--- config.mk ---
export PLATFORM = sky130hd
export DESIGN_NAME = regfile_mp_sb
export DESIGN_NICKNAME = d
export VERILOG_FILES = /design/src/rtl/regfile_pkg.sv /design/src/rtl/rf_read_port.sv /design/src/rtl/regfile_mp_sb.sv
export SDC_FILE = /design/constraint.sdc
export NUM_CORES = 2
export LEC_CHECK = 0
export CORE_MARGIN = 5
export CORE_UTILIZATION = 30
export DETAILED_ROUTE_END_ITERATION = 10
export PLACE_DENSITY = 0.51
export SYNTH_ARGS = -nofsm -noshare
export SYNTH_HDL_FRONTEND = slang
export SYNTH_SLANG_ARGS = --single-unit
--- constraint.sdc ---
create_clock -name clk -period 4.55 [get_ports clk]
set_clock_uncertainty 0.15 [all_clocks]
set_input_delay 0.6825 -clock clk [delete_from_list [all_inputs] [get_ports clk]]
set_output_delay 0.6825 -clock clk [all_outputs]
set_load 0.02 [all_outputs]
--- src/rtl/regfile_pkg.sv ---
// Shared constants and types for the multi-port register file with load scoreboard.
package regfile_pkg;
    localparam int REG_ADDR_W  = 5;
    localparam int DEF_WIDTH   = 32;
    localparam int DEF_NUMREGS = 32;

    typedef logic [REG_ADDR_W-1:0] reg_addr_t;
endpackage

--- src/rtl/rf_read_port.sv ---
// One register file read port: write-to-read bypass selection and operand ready.
module rf_read_port
    import regfile_pkg::*;
#(
    parameter int WIDTH  = DEF_WIDTH,
    parameter bit BYPASS = 1'b1
) (
    input  logic                  rs_valid,
    input  logic [REG_ADDR_W-1:0] rs_addr,
    input  logic [WIDTH-1:0]      array_value,
    input  logic                  pending,
    input  logic                  alu_wr_en,
    input  logic [REG_ADDR_W-1:0] alu_rd,
    input  logic [WIDTH-1:0]      alu_result,
    input  logic                  ld_wr_en,
    input  logic [REG_ADDR_W-1:0] ld_rd,
    input  logic [WIDTH-1:0]      ld_data,
    output logic [WIDTH-1:0]      src_value,
    output logic                  src_ready
);

    logic alu_hit;
    logic ld_hit;

    assign alu_hit = alu_wr_en && (alu_rd == rs_addr);
    assign ld_hit  = ld_wr_en && (ld_rd == rs_addr);

    // An X on rs_valid falls to the idle branch, so it reads as "no request".
    always_comb begin
        src_value = '0;
        src_ready = 1'b1;
        if (rs_valid && (rs_addr != '0)) begin
            if (BYPASS && alu_hit) begin
                src_value = alu_result;
            end else if (BYPASS && ld_hit) begin
                src_value = ld_data;
            end else begin
                src_value = array_value;
            end
            src_ready = !pending || (BYPASS && ld_hit);
        end
    end

endmodule

--- src/rtl/regfile_mp_sb.sv ---
// RV32 integer register file: ALU and load write ports, NRD read ports, load scoreboard.
module regfile_mp_sb
    import regfile_pkg::*;
#(
    parameter int WIDTH   = DEF_WIDTH,
    parameter int NUMREGS = DEF_NUMREGS,
    parameter int NRD     = 2,
    parameter bit BYPASS  = 1'b1
) (
    input  logic                      clk,
    input  logic                      reset,
    input  logic                      alu_wr_en,
    input  logic [REG_ADDR_W-1:0]     alu_rd,
    input  logic [WIDTH-1:0]          alu_result,
    input  logic                      ld_wr_en,
    input  logic [REG_ADDR_W-1:0]     ld_rd,
    input  logic [WIDTH-1:0]          ld_data,
    input  logic                      issue_ld_valid,
    input  logic [REG_ADDR_W-1:0]     issue_ld_rd,
    input  logic [NRD-1:0]            rs_valid,
    input  logic [NRD*REG_ADDR_W-1:0] rs_addr,
    output logic [NRD*WIDTH-1:0]      src_value,
    output logic [NRD-1:0]            src_ready,
    output logic                      stall,
    output logic [5:0]                pending_cnt
);

    localparam logic [REG_ADDR_W:0] NUMREGS_L = (REG_ADDR_W+1)'(NUMREGS);

    logic [WIDTH-1:0]   regs [NUMREGS];
    logic [NUMREGS-1:0] pending;
    logic [NUMREGS-1:0] pending_next;
    logic [5:0]         cnt_next;

    function automatic logic in_range(input reg_addr_t a);
        return {1'b0, a} < NUMREGS_L;
    endfunction

    // ALU write is applied last so it overrides a load to the same register.
    always_ff @(posedge clk or negedge reset) begin
        if (!reset) begin
            for (int i = 0; i < NUMREGS; i++) begin
                regs[i] <= '0;
            end
        end else begin
            if (ld_wr_en && (ld_rd != '0) && in_range(ld_rd)) begin
                regs[ld_rd] <= ld_data;
            end
            if (alu_wr_en && (alu_rd != '0) && in_range(alu_rd)) begin
                regs[alu_rd] <= alu_result;
            end
        end
    end

    // A new load issue outranks a returning load on the same register.
    always_comb begin
        pending_next = pending;
        if (ld_wr_en && in_range(ld_rd)) begin
            pending_next[ld_rd] = 1'b0;
        end
        if (issue_ld_valid && (issue_ld_rd != '0) && in_range(issue_ld_rd)) begin
            pending_next[issue_ld_rd] = 1'b1;
        end
        cnt_next = '0;
        for (int i = 0; i < NUMREGS; i++) begin
            cnt_next = cnt_next + 6'(pending_next[i]);
        end
    end

    always_ff @(posedge clk or negedge reset) begin
        if (!reset) begin
            pending     <= '0;
            pending_cnt <= '0;
        end else begin
            pending     <= pending_next;
            pending_cnt <= cnt_next;
        end
    end

    for (genvar i = 0; i < NRD; i++) begin : g_port
        reg_addr_t        addr;
        logic [WIDTH-1:0] arr_val;
        logic             pend;

        assign addr    = rs_addr[REG_ADDR_W*i +: REG_ADDR_W];
        assign arr_val = in_range(addr) ? regs[addr] : '0;
        assign pend    = in_range(addr) && pending[addr];

        rf_read_port #(
            .WIDTH  (WIDTH),
            .BYPASS (BYPASS)
        ) u_port (
            .rs_valid    (rs_valid[i]),
            .rs_addr     (addr),
            .array_value (arr_val),
            .pending     (pend),
            .alu_wr_en   (alu_wr_en),
            .alu_rd      (alu_rd),
            .alu_result  (alu_result),
            .ld_wr_en    (ld_wr_en),
            .ld_rd       (ld_rd),
            .ld_data     (ld_data),
            .src_value   (src_value[WIDTH*i +: WIDTH]),
            .src_ready   (src_ready[i])
        );
    end

    assign stall = ~&src_ready;

endmodule
==> reports/qor.txt <==
Status: finished with violations
Failing checks: setup timing
Worst setup margin: -0.846 ns
Clk pin slew, worst setup/hold paths: 0.06 ns
Post-route ant nets: 0
Final Hold Slack: 0.248 ns
Die height: 484 um
Clock sinks: 1062
Post-place setup slack: -2.15 ns
Final Cycle Share: 1.19
First-pass GRT wire length: 510000 um
Netlist Area Pre-Place: 67400 um2
Crit-path max cell delay: 0.57 ns
Startpoint Class: input port
Total Power: 0.0384 W
Die Wd: 484 um
Post-Syn Nets: 6718
Number of max-cap violations: 0
Comb power frac: 0.355
Post-Synth XOR/XNOR Area: 0.00299
CTS max path bufs: 3
Commonest non-fill, non-tap cell in the layout: dfrtp_1
Crit-path max FO: 5
Worst-Margin Slew: 1.27 ns
GR Util All Layers: 0.308
Wire per inst: 38.2 um
Sequential power share: 0.361
Worst path slowest cell: fa_1
Ys async rst share: 1.00
Int Power: 0.0253 W
Num rows: 174
H-tree depth: 4
CP Capture Type: flop
DIE AREA: 234000 um2
Setup Viol. Count Final: 7
RSZ-0062 raised after global routing: yes
I/O Pins: 169
Clock Latency Late Sink: 0.81 ns
Synth Area in Adders: 0.00843
Simple-gate area share of the yosys netlist: 0.0816
Mux cell area share after synthesis: 0.274
Detailed Place HPWL: 229000 um
Synth Area in Compound Gates: 0.177
Area growth, synth to finish: 19.3%
CTS root buf: clkbuf_16
Sequential area share after synthesis: 0.394
Mapped Cells: 6591
Slew Limit Headroom: 0.154
Net Sw Frac: 0.340
EDFF count, synth: 0
Initial Utilization: 0.300
Vias/cell: 6.46
CP arrival: 5.94 ns
Max Fclk: 0.185 GHz
Final max-slew violation count: 0
Post-Syn Area per Cell: 10.2 um2
RD Place Congestion: 0.947
Initial DRC count: 9615
Number of global-route vias before repair: 60.5k
Setup CP Type: input port to flop
Fin crit period: 5.40 ns
DRC Markers: 0
Largest net degree at the start of global routing: 103
Clock power frac: 0.284
Leakage: 35.7 nW
CTS tree: yes
Yosys reg bits: 1062
Global route overflow: 0
Reg2Reg Setup Slack: -0.51 ns
Initial antenna violation count: 23
Final Hold Fails: 0
Most frequent cells in the layout: 1062 x dfrtp_1, 846 x mux2i_1, 778 x nand2_1, 724 x o21ai_0, 562 x buf_4
Quantity of I/O buffers inserted on ports: 168
TritonCTS Buffers: 131
Power Dens Cells: 478 nW/um2
Maximum VDD drop: 1.20 mV
Layout cells sized above 1: 0.229
CORE AREA: 224000 um2
Crit path cell chain: buf_12 -> buf_6 -> or3b_4 -> nor2_4 -> nand2_4 -> a22o_4 -> fa_1 -> fa_2 -> fa_2 -> fa_1 -> inv_2 -> fa_1 -> fa_1 -> inv_2 -> ha_4 -> inv_2 -> fa_2 -> inv_2 -> a21o_1 -> a21oi_2 -> xnor2_1
DRT Pass-1 Iters: 8
Final wirelength: 374000 um
Crit path required time: 5.09 ns
Prevailing post-synth register cell: dfrtp_1
Vias: 63.3k
Final core occ: 0.359
Nets: 6802
YS warnings: 0
Yosys cell types: 63
Hold crit path type: flop to flop
Main combinational cell family by area after synthesis: multiplexers
Switch Pwr: 0.0131 W
## metal layers
| metal | share of wire | global-route usage | vias to the layer above |
|---|---|---|---|
| met1 | 0.36 | 0.377 | 31900 |
| li1 | - | - | 24700 |
| met5 | 0.00018 | 0 | - |
| met2 | 0.43 | 0.444 | 5274 |
| met4 | 0.094 | 0.247 | 10 |
| met3 | 0.12 | 0.100 | 1485 |
## synth_stat cells (all sizes together), types with 50 or more instances
library cell  instances  area, um2
o221ai               77        674
a21oi               280       1400
a221oi               56        490
o21ai               756       3780
mux2i               846       8470
nor3                 69        345
nand2               818       3090
nor2                342       1370
clkbuf              528       1980
dfrtp              1062      26600
mux4                403       9080
mux2                 80        901
buf                 324       1900
a22oi               457       3430
o32ai                50        438
inv                  75        282
## layout make-up
cell class	instances	area, um2
inverter	77	289
clock inverter	39	425
sequential	1062	26600
timing repair buffer	803	7970
antenna	29	72.6
multi-input combinational	4600	37400
fill	22300	144000
clock buffer	196	3920
tap	2992	3740
## worst max-delay path, delay by kind of cell
family                   cells  cell delay [ns]
adder cells (fa/ha/maj)      8             3.53
buffers and inverters        6             0.46
AND/OR/NAND/NOR              3             0.66
XOR/XNOR                     1             0.13
AO/OA/AOI/OAI                3             0.46
## through the flow
stage	instance area, um2	cells	setup TNS (ns)
after floorplan	67600	6591	-8.32
after global placement	75600	9508	-12.23
after detailed placement	75600	9508	-12.19
after CTS	80200	9760	-4.00
after global routing	80300	9771	-4.66
final	80400	9798	-4.06
## repair_timing
item                                   CTS  global route
resized for setup                       32            35
setup endpoints to repair               11            10
setup buffers                           16            13
endpoints found under the hold margin   45             0
hold buffers                             1             0
pin swaps                               32            31
## kinds of logic (layout without fill, tap and decap cells)
logic type / after synthesis / count (layout)
AOI/OAI and AO/OA: 1883 / 1883
and+or+nand+nor: 1334 / 1334
other: 0 / 29
xor gates and xnor gates: 23 / 23
DFF: 1062 / 1062
muxes: 1329 / 1329
buffers and inverters: 929 / 1115
adders and majority gates: 31 / 31
## flip-flops by register name, indices dropped and copies added (netlist names)
| register | cells |
|---|---|
| pending | 32 |
| pending_cnt | 6 |
| regs | 1024 |
## path summary, 6_finish.rpt
check                           cells past startpoint       start             end
worst min-delay path                                0  regs[1002]      regs[1002]
max in group asynchronous                           4       reset       regs[155]
worst max-delay path                               21    ld_rd[3]  pending_cnt[4]
min in group asynchronous                           2       reset       regs[627]
worst min register to register                      0  regs[1002]      regs[1002]
worst max register to register                     18  pending[1]  pending_cnt[4]
## power by group through the flow
stage | Combinational (W) | Clock, W | Sequential, W
floorplan | 0.00859 | 0 | 0.0132
global placement | 0.0128 | 0 | 0.0137
detailed placement | 0.0128 | 0 | 0.0139
CTS | 0.0129 | 0.0110 | 0.0137
global route | 0.0148 | 0.0114 | 0.0140
finish | 0.0136 | 0.0109 | 0.0139
No activity file was read; power rests on OpenSTA's default activity.
